$ cat src/rtl/subleq_pkg.sv
// rtl/subleq_pkg.sv - shared types and constants for the SUBLEQ core
// Contents: state_e (controller states), INSTR_LEN, operand word offsets.
package subleq_pkg;

    typedef enum logic [3:0] {
        S_IDLE,
        S_F_A,
        S_F_B,
        S_F_C,
        S_R_A,
        S_R_B,
        S_WAIT,
        S_EXEC,
        S_HALT
    } state_e;

    localparam int INSTR_LEN = 3;
    localparam int OFF_A     = 0;
    localparam int OFF_B     = 1;
    localparam int OFF_C     = 2;

endpackage

$ cat src/rtl/subleq_if.sv
// rtl/subleq_if.sv - word-memory bus between the SUBLEQ core and its memory
// Signals: mem_addr, mem_wdata, mem_we, mem_re (core -> memory), mem_rdata (memory -> core,
// valid the cycle after mem_re). Modports: master (core), slave (memory).
interface subleq_if #(
    parameter int DATA_W = 64
);
    logic [DATA_W-1:0] mem_addr;
    logic [DATA_W-1:0] mem_wdata;
    logic              mem_we;
    logic              mem_re;
    logic [DATA_W-1:0] mem_rdata;

    modport master (
        output mem_addr,
        output mem_wdata,
        output mem_we,
        output mem_re,
        input  mem_rdata
    );

    modport slave (
        input  mem_addr,
        input  mem_wdata,
        input  mem_we,
        input  mem_re,
        output mem_rdata
    );
endinterface

$ cat src/rtl/subleq_alu.sv
// rtl/subleq_alu.sv - SUBLEQ datapath: diff = op_b - op_a (wrapping), leq = diff <= 0 signed
// Ports: op_a, op_b (in, DATA_W); diff (out, DATA_W); leq (out, 1).
module subleq_alu
    import subleq_pkg::*;
#(
    parameter int DATA_W = 64
) (
    input  logic [DATA_W-1:0] op_a,
    input  logic [DATA_W-1:0] op_b,
    output logic [DATA_W-1:0] diff,
    output logic              leq
);
    assign diff = op_b - op_a;
    // Judged on the wrapped result, so an overflowing subtraction can read as positive.
    assign leq  = (diff == '0) | diff[DATA_W-1];
endmodule

$ cat src/rtl/subleq_core.sv
// rtl/subleq_core.sv - SUBLEQ execution controller, 7 cycles per instruction, one memory access per cycle
// Ports: clk, rst_n (async active-low), start (pulse, honoured in IDLE/HALT), busy, halted, pc,
// bus (subleq_if.master to the word memory), instr_count (retired instructions).
// Build option: SUBLEQ_ICOUNT_EN builds the retired-instruction counter; otherwise instr_count is 0.
module subleq_core
    import subleq_pkg::*;
#(
    parameter int                DATA_W   = 64,
    parameter logic [DATA_W-1:0] RESET_PC = '0
) (
    input  logic              clk,
    input  logic              rst_n,
    input  logic              start,
    output logic              busy,
    output logic              halted,
    output logic [DATA_W-1:0] pc,
    subleq_if.master          bus,
    output logic [31:0]       instr_count
);
    state_e            state_q, state_d;
    logic [DATA_W-1:0] pc_q, pc_d;
    logic [DATA_W-1:0] a_q, a_d, b_q, b_d, c_q, c_d;
    logic [DATA_W-1:0] opa_q, opa_d, opb_q, opb_d;
    logic [DATA_W-1:0] diff;
    logic              leq;
    logic              idle_like;

    subleq_alu #(.DATA_W(DATA_W)) u_alu (
        .op_a (opa_q),
        .op_b (opb_q),
        .diff (diff),
        .leq  (leq)
    );

    assign idle_like = (state_q == S_IDLE) || (state_q == S_HALT);
    assign busy      = !idle_like;
    assign halted    = (state_q == S_HALT);
    assign pc        = pc_q;

    always_ff @(posedge clk or negedge rst_n) begin
        if (!rst_n) begin
            state_q <= S_IDLE;
            pc_q    <= RESET_PC;
            a_q     <= '0;
            b_q     <= '0;
            c_q     <= '0;
            opa_q   <= '0;
            opb_q   <= '0;
        end else begin
            state_q <= state_d;
            pc_q    <= pc_d;
            a_q     <= a_d;
            b_q     <= b_d;
            c_q     <= c_d;
            opa_q   <= opa_d;
            opb_q   <= opb_d;
        end
    end

    // Each state issues one access and captures the data requested by the previous state.
    always_comb begin
        state_d       = state_q;
        pc_d          = pc_q;
        a_d           = a_q;
        b_d           = b_q;
        c_d           = c_q;
        opa_d         = opa_q;
        opb_d         = opb_q;
        bus.mem_addr  = '0;
        bus.mem_wdata = '0;
        bus.mem_we    = 1'b0;
        bus.mem_re    = 1'b0;
        case (state_q)
            S_IDLE, S_HALT: begin
                if (start) begin
                    state_d = S_F_A;
                    pc_d    = RESET_PC;
                end
            end
            S_F_A: begin
                bus.mem_re   = 1'b1;
                bus.mem_addr = pc_q + DATA_W'(OFF_A);
                state_d      = S_F_B;
            end
            S_F_B: begin
                bus.mem_re   = 1'b1;
                bus.mem_addr = pc_q + DATA_W'(OFF_B);
                a_d          = bus.mem_rdata;
                state_d      = S_F_C;
            end
            S_F_C: begin
                bus.mem_re   = 1'b1;
                bus.mem_addr = pc_q + DATA_W'(OFF_C);
                b_d          = bus.mem_rdata;
                state_d      = S_R_A;
            end
            S_R_A: begin
                bus.mem_re   = 1'b1;
                bus.mem_addr = a_q;
                c_d          = bus.mem_rdata;
                state_d      = S_R_B;
            end
            S_R_B: begin
                bus.mem_re   = 1'b1;
                bus.mem_addr = b_q;
                opa_d        = bus.mem_rdata;
                state_d      = S_WAIT;
            end
            S_WAIT: begin
                opb_d   = bus.mem_rdata;
                state_d = S_EXEC;
            end
            S_EXEC: begin
                bus.mem_we    = 1'b1;
                bus.mem_addr  = b_q;
                bus.mem_wdata = diff;
                if (leq) begin
                    pc_d    = c_q;
                    // A negative target only halts when the branch is actually taken.
                    state_d = c_q[DATA_W-1] ? S_HALT : S_F_A;
                end else begin
                    pc_d    = pc_q + DATA_W'(INSTR_LEN);
                    state_d = S_F_A;
                end
            end
            default: state_d = S_IDLE;
        endcase
    end

`ifdef SUBLEQ_ICOUNT_EN
    logic [31:0] icount_q, icount_d;

    always_ff @(posedge clk or negedge rst_n) begin
        if (!rst_n) begin
            icount_q <= '0;
        end else begin
            icount_q <= icount_d;
        end
    end

    always_comb begin
        icount_d = icount_q;
        if (idle_like && start) begin
            icount_d = '0;
        end else if (state_q == S_EXEC) begin
            icount_d = icount_q + 32'd1;
        end
    end

    assign instr_count = icount_q;
`else
    assign instr_count = '0;
`endif

endmodule
$ cat src/flat_wrapper.sv
// flat-port wrapper written by rule: the top's interface ports become plain ports
module subleq_core_flat import subleq_pkg::*;
#(
    parameter int                DATA_W   = 64,
    parameter logic [DATA_W-1:0] RESET_PC = '0
)
  (clk, rst_n, start, busy, halted, pc, instr_count, bus_mem_addr, bus_mem_wdata, bus_mem_we, bus_mem_re, bus_mem_rdata);
  subleq_if #(.DATA_W(DATA_W)) bus_i ();
  input  logic clk;
  input  logic rst_n;
  input  logic start;
  output logic busy;
  output logic halted;
  output logic [DATA_W-1:0] pc;
  output logic [31:0] instr_count;
  output wire logic [$bits(bus_i.mem_addr)-1:0] bus_mem_addr;
  output wire logic [$bits(bus_i.mem_wdata)-1:0] bus_mem_wdata;
  output wire logic [$bits(bus_i.mem_we)-1:0] bus_mem_we;
  output wire logic [$bits(bus_i.mem_re)-1:0] bus_mem_re;
  input wire logic [$bits(bus_i.mem_rdata)-1:0] bus_mem_rdata;
  assign bus_mem_addr = bus_i.mem_addr;
  assign bus_mem_wdata = bus_i.mem_wdata;
  assign bus_mem_we = bus_i.mem_we;
  assign bus_mem_re = bus_i.mem_re;
  assign bus_i.mem_rdata = bus_mem_rdata;
  subleq_core #(.DATA_W(DATA_W), .RESET_PC(RESET_PC)) u_core (.clk(clk), .rst_n(rst_n), .start(start), .busy(busy), .halted(halted), .pc(pc), .bus(bus_i), .instr_count(instr_count));
endmodule
$ cat config.mk
export PLATFORM = sky130hd
export DESIGN_NAME = subleq_core_flat
export DESIGN_NICKNAME = d
export VERILOG_FILES = /design/src/rtl/subleq_pkg.sv /design/src/rtl/subleq_if.sv /design/src/rtl/subleq_alu.sv /design/src/rtl/subleq_core.sv /design/src/flat_wrapper.sv
export SDC_FILE = /design/constraint.sdc
export NUM_CORES = 1
export LEC_CHECK = 0
export CORE_MARGIN = 8
export CORE_UTILIZATION = 35
export CTS_CLUSTER_DIAMETER = 80
export CTS_CLUSTER_SIZE = 14
export DETAILED_ROUTE_END_ITERATION = 16
export SYNTH_ARGS = -nofsm -noshare
export SYNTH_HDL_FRONTEND = slang
export SYNTH_SLANG_ARGS = --single-unit
$ cat constraint.sdc
create_clock -name clk -period 4.5 [get_ports clk]
set_input_delay 0.675 -clock clk [delete_from_list [all_inputs] [get_ports clk]]
set_output_delay 0.675 -clock clk [all_outputs]
set_load 0.02 [all_outputs]
Yosys cells after proc, flatten, opt, wreduce, memory -nomap -nowiden --
Cells that the tools add are included.
Storage, ports and cells: logic and storage cells 41, input bits 67, bits in registers 388, output and inout bits 228
Operators by class: bitwise operators 1, reductions and logical operators 9, equality and inequality tests 9, add/sub/neg operators 4, multiplexer cells 11
Operators with widths (number):
- $pmux W64 S5 | 1
- $mux W64 | 3
- $add A64 B2 Y64 const B | 2
- $pmux W64 S2 | 1
- $add A64 B1 Y64 const B | 1
- $logic_not A64 Y1 | 1
- $sub A64 B64 Y64 | 1
- $pmux W4 S8 | 1
- $eq A4 B3 Y1 const B | 4
- $mux W4 | 3
- $eq A4 B2 Y1 const B | 2
- $reduce_or A5 Y1 | 1
- $eq A4 B1 Y1 const B | 1
- $eq A4 B4 Y1 const B | 1
- $logic_not A4 Y1 | 1
- $reduce_or A2 Y1 | 2
- $mux W1 | 2
- $ne A2 B2 Y1 const B | 1
- $reduce_and A2 Y1 | 1
- $reduce_bool A2 Y1 | 1
- $logic_not A1 Y1 | 1
- $logic_or A1 B1 Y1 | 1
- $or A1 B1 Y1 | 1

Depth between registers and ports, before layout --
depth after elaboration 5, depth in mapped cells 19, mapped depth without buffers 16

Cells and area by module --
From an unflattened synthesis, not the netlist that was laid out.
Unflattened totals: cell total of the unflattened synthesis 3035, area, all modules 26191.4 µm²
By module, submodules not included:
- subleq_core | cells each 2261, instances 1, seq. area each 9709.3 µm², area each 21176.6 µm²
- subleq_alu | cells each 774, instances 1, seq. area each 0.0 µm², area each 5014.8 µm²

Least setup slack after synthesis --
Ideal clock, no wire load.
path type register -> register, start register u_core.opb_q[0], end register u_core.pc_q[43], in the netlist u_core.pc[43], stages on the path, launching flop included 19, arrival time 4018 ps, clock period less this slack 4145 ps, path buffers 2, data required time 4374 ps, setup slack 355 ps, setup time 126 ps, path through dfrtp_1 -> inv_1 -> ha_1 -> inv_1 -> fa_1 -> a211oi_4 -> o21ai_2 -> o21ai_1 -> o311ai_1 -> a311o_1 -> a2111o_1 -> nand2_1 -> nand3_1 -> or4_1 -> o31ai_1 -> buf_4 -> buf_6 -> nor4_1 -> a311o_1
Between the ends: cells in the longest elaborated chain, start to end 5
RTL lines:
- start, declared | RTL line subleq_core.sv:23 | logic [DATA_W-1:0] opa_q, opa_d, opb_q, opb_d;
- start signal, assigned | RTL line subleq_core.sv:56 | opb_q <= opb_d;
- $sub A64 B64 Y64 (*) | RTL line subleq_alu.sv:13 | assign diff = op_b - op_a;
- $logic_not A64 Y1 | RTL line subleq_alu.sv:15 | assign leq = (diff == '0) | diff[DATA_W-1];
- $or A1 B1 Y1 (*) | RTL line subleq_alu.sv:15
- $mux W64 (*) | RTL line subleq_core.sv:117 | if (leq) begin
- $pmux W64 S2 (*) | RTL line subleq_core.sv:73 | case (state_q)
- end signal, assigned | RTL line subleq_core.sv:51 | pc_q <= pc_d;
- end, declared | RTL line subleq_core.sv:21 | logic [DATA_W-1:0] pc_q, pc_d;
Every way passes the cells marked *; elsewhere a longest branch is shown, timed or not. A chain may end at the register's enable or synchronous reset.

Final worst setup path --
start register u_core.opb_q[0], end register u_core.pc_q[33], in the netlist u_core.pc[33]
The elaborated chain is that of the path after synthesis.

==> run_results.csv <==
group,metric,value,unit
floorplan,placeableCoreArea,71400,µm²
final_layout,layout.filler_cells,7071,
final_layout,multiInputGateArea,14900,µm²
timing,fmaxAchievable,0.221,GHz
worst_setup_path,end_kind,"flip-flop",
logic_synthesis,synth-main-ff-cell,"sky130_fd_sc_hd__dfrtp_1",
worst_setup_path,cp_slowest_stage_delay,0.42,ns
clocking,cts_tree,"built",
worst_setup_path,worst_setup_path_start_kind,"flip-flop",
worst_setup_path,path_buf_inv,9,
floorplan,die_w,284,µm
timing,worst_slew_margin_rel,0.405,
logic_synthesis,edff_count_synth,0,
timing,report.final.hold_viol_count,0,
floorplan,rows,98,
logic_synthesis,synthArstFlopShare,1.00,
worst_setup_path,cells_traversed_along_the_worst_timing_path,"inv_2 -> ha_4 -> inv_2 -> fa_2 -> a211oi_4 -> buf_6 -> o21ai_4 -> o21ai_2 -> o311ai_4 -> a311o_2 -> a21boi_2 -> xor2_1 -> buf_4 -> buf_4 -> and4_1 -> nand4_1 -> o31ai_4 -> buf_12 -> buf_12 -> buf_12 -> buf_12 -> mux2i_2 -> o2bb2ai_2",
drt,routedWlPerCell,24.2,µm
logic_synthesis,yosys.area.top_type_share,0.386,
timing,finalCritPeriodShare,1.01,
worst_setup_path,arrival,4.96,ns
clocking,clk_pin_slew_worst_paths,0.07,ns
global_routing,globalRouteTotalUtil,0.253,
clocking,insertion_delay,0.58,ns
drt,antenna_left,0,
floorplan,die_height,284,µm
logic_synthesis,synthesis.area,25200,µm²
floorplan,start_util,0.353,
placement,numPlacedInstances,4336,
timing,setup_total_negative_slack,-0.0478,ns
global_routing,antenna_found_initial,2,
timing,post-route-worst-setup-slack,-0.0288,ns
timing,slew_viol_final,0,
worst_setup_path,timing.critical_path.slowest_stage_cell,"sky130_fd_sc_hd__a311o_2",
logic_synthesis,synth-seq-cells,388,
logic_synthesis,syn_avg_cell_area,8.18,µm²
floorplan,die_area,80800,µm²
global_routing,grt_max_degree,98,
worst_setup_path,required,4.93,ns
clocking,ctsRootBufferMaster,"sky130_fd_sc_hd__clkbuf_16",
worst_setup_path,critical-path-top-cell-by-count,"sky130_fd_sc_hd__buf_12",
clocking,htree_num_levels,2,
drt,drc_errors,0,
floorplan,ioPinCount,295,
clocking,clock_sink_count,388,
final_layout,drive_gt1_frac,0.192,
timing,finalCriticalPeriod,4.53,ns
timing,tightestPinTransition,0.885,ns
placement,routabilityCongestion,1.02,
placement,post-dp-hpwl,80400,µm
worst_setup_path,path_class,"flip-flop to flip-flop",
drt,detailedRoute.firstIterationViolations,2902,
final_layout,sequential_area,9720,µm²
worst_setup_path,worst_path_dominant_cell_family,"compound AO/OA/AOI/OAI gates",
worst_setup_path,critical_path_peak_fanout,7,
status,run_status,"finished, violations left",
clocking,clock_path_buffers,3,
logic_synthesis,synth.yosys.seq_area_share,0.386,
placement,io_buffers,262,
drt,drt-pass1-iter-count,6,
worst_hold_path,worstHoldPathType,"input pin to async pin",
clocking,cts_inserted_buffers,35,
logic_synthesis,synth_top_cell_by_area,"sky130_fd_sc_hd__dfrtp_1",
drt,drt-total-wl,107000,µm
logic_synthesis,post_synth_inst_count,3079,
global_routing,first_global_vias,25000,
run,max-cap-violations,0,
status,failed_checks,"setup timing",
logic_synthesis,synth_area_leaders,"sky130_fd_sc_hd__dfrtp_1, sky130_fd_sc_hd__nand2_1, sky130_fd_sc_hd__mux2_2",
logic_synthesis,yosysWarningCount,0,
timing,rsz_0062_raised_after_global_routing,"yes",
drt,detail_route.vias_per_cell,5.75,
global_routing,grt_pass1_wl,160000,µm
final_layout,instances_no_fill,4432,
logic_synthesis,yosys.cell_types.count,76,
timing,skew,0.0486,ns
logic_synthesis,post_synth_most_frequent_cells,"sky130_fd_sc_hd__nand2_1, sky130_fd_sc_hd__dfrtp_1, sky130_fd_sc_hd__o21ai_0, sky130_fd_sc_hd__nor2_1, sky130_fd_sc_hd__clkbuf_1",
final_layout,postLayoutCellArea,32600,µm²
logic_synthesis,yosysMostFrequentCell,"sky130_fd_sc_hd__nand2_1",
timing,finalSetupViolations,2,
global_routing,overflow,0,
placement,placedInstanceArea,30300,µm²
final_layout,fin_nets,3603,
final_layout,area_delta_synth_final,29.3,%
drt,route.vias.total,25500,
## metal layers
layer  GRT usage  vias up  routed length, µm
met1       0.357    12400              47500
met3      0.0520      225               9390
met5           0        -                 13
met2       0.380     1265              45800
met4      0.0906        2               4400
li1            -    11600                  -
## cells in the final DEF, fill, tap and decap left out, types with 15 or more instances in the layout
cell,count
sky130_fd_sc_hd__nor4_1,25
sky130_fd_sc_hd__clkbuf_16,38
sky130_fd_sc_hd__buf_4,266
sky130_fd_sc_hd__or3_1,39
sky130_fd_sc_hd__inv_1,89
sky130_fd_sc_hd__o21ai_1,34
sky130_fd_sc_hd__a21oi_1,115
sky130_fd_sc_hd__dfrtp_1,377
sky130_fd_sc_hd__mux2i_1,38
sky130_fd_sc_hd__mux2_2,132
sky130_fd_sc_hd__clkdlybuf4s50_1,202
sky130_fd_sc_hd__a32oi_1,28
sky130_fd_sc_hd__o21a_1,18
sky130_fd_sc_hd__nor2_1,175
sky130_fd_sc_hd__and3_1,23
sky130_fd_sc_hd__nand2_1,713
sky130_fd_sc_hd__conb_1,32
sky130_fd_sc_hd__nand3_1,68
sky130_fd_sc_hd__nand4_1,66
sky130_fd_sc_hd__and2_1,21
sky130_fd_sc_hd__nor3_1,64
sky130_fd_sc_hd__o21ai_0,190
sky130_fd_sc_hd__o211ai_1,15
sky130_fd_sc_hd__buf_12,26
sky130_fd_sc_hd__ha_1,63
sky130_fd_sc_hd__a22oi_1,43
sky130_fd_sc_hd__o2bb2ai_1,24
sky130_fd_sc_hd__a21o_1,40
sky130_fd_sc_hd__xor2_1,41
sky130_fd_sc_hd__xnor2_1,26
sky130_fd_sc_hd__dlygate4sd2_1,27
## final timing paths
kind / cells past startpoint / endpoint / slack, ns / start
min in group clk: 2 / u_core.b_q[1]$_DFFE_PN0P_ / 0.48 / u_core.b_q[1]$_DFFE_PN0P_
max: 23 / u_core.pc[33]$_DFFE_PN0P_ / -0.03 / u_core.opb_q[0]$_DFFE_PN0P_
max reg2reg: 23 / u_core.pc[33]$_DFFE_PN0P_ / -0.03 / u_core.opb_q[0]$_DFFE_PN0P_
max in group asynchronous: 2 / u_core.a_q[12]$_DFFE_PN0P_ / 3.27 / rst_n
min reg2reg: 2 / u_core.b_q[1]$_DFFE_PN0P_ / 0.48 / u_core.b_q[1]$_DFFE_PN0P_
min: 1 / u_core.opb_q[56]$_DFFE_PN0P_ / 0.13 / rst_n
## cells by family after synthesis
kind of cell             after synthesis  share of synthesized area
adder cells (fa/ha/maj)               68                     0.0341
AO/OA/AOI/OAI                        717                      0.187
other                                  1                   0.000149
multiplexers                         172                     0.0749
buffers and inverters                343                     0.0596
flip-flops                           388                      0.386
AND/OR/NAND/NOR                     1317                      0.233
XOR/XNOR                              73                     0.0254
## through the flow
| step | utilization | worst slack [ns] | hold slack (ns) |
|---|---|---|---|
| 2_1_floorplan | - | 0.355 | 0.379 |
| 3_5_place_dp | 0.424 | -0.191 | 0.463 |
| 5_1_grt | 0.456 | -0.186 | 0.183 |
| 4_1_cts | 0.445 | -0.0193 | 0.164 |
| 6_report | 0.456 | -0.0288 | 0.128 |
| 3_3_place_gp | 0.424 | -0.0773 | 0.458 |
## registers in the layout, summed over array words and instances (netlist names)
| name | flops |
|---|---|
| u_core.b_q | 64 |
| u_core.state_q | 4 |
| u_core.opa_q | 64 |
| u_core.opb_q | 64 |
| u_core.c_q | 64 |
| u_core.pc | 64 |
| u_core.a_q | 64 |
## layout make-up
class / count / area share
diodes: 2 / 0.000154
clock buffers: 44 / 0.0292
clock inverters: 5 / 0.00246
inverters: 92 / 0.0106
multi-input cells: 2379 / 0.457
flip-flops and latches: 388 / 0.299
well taps: 950 / 0.0365
repair buffers: 572 / 0.165
## repair_timing
action	in CTS	in global routing
pin swaps	27	56
gates cloned	2	2
gates resized for setup	129	200
endpoints found under the setup margin	118	124
hold buffers	0	0
buffers inserted	24	19
Power is not shown: default switching activity piles up to over one toggle a cycle in this logic, so the estimate is an artifact.
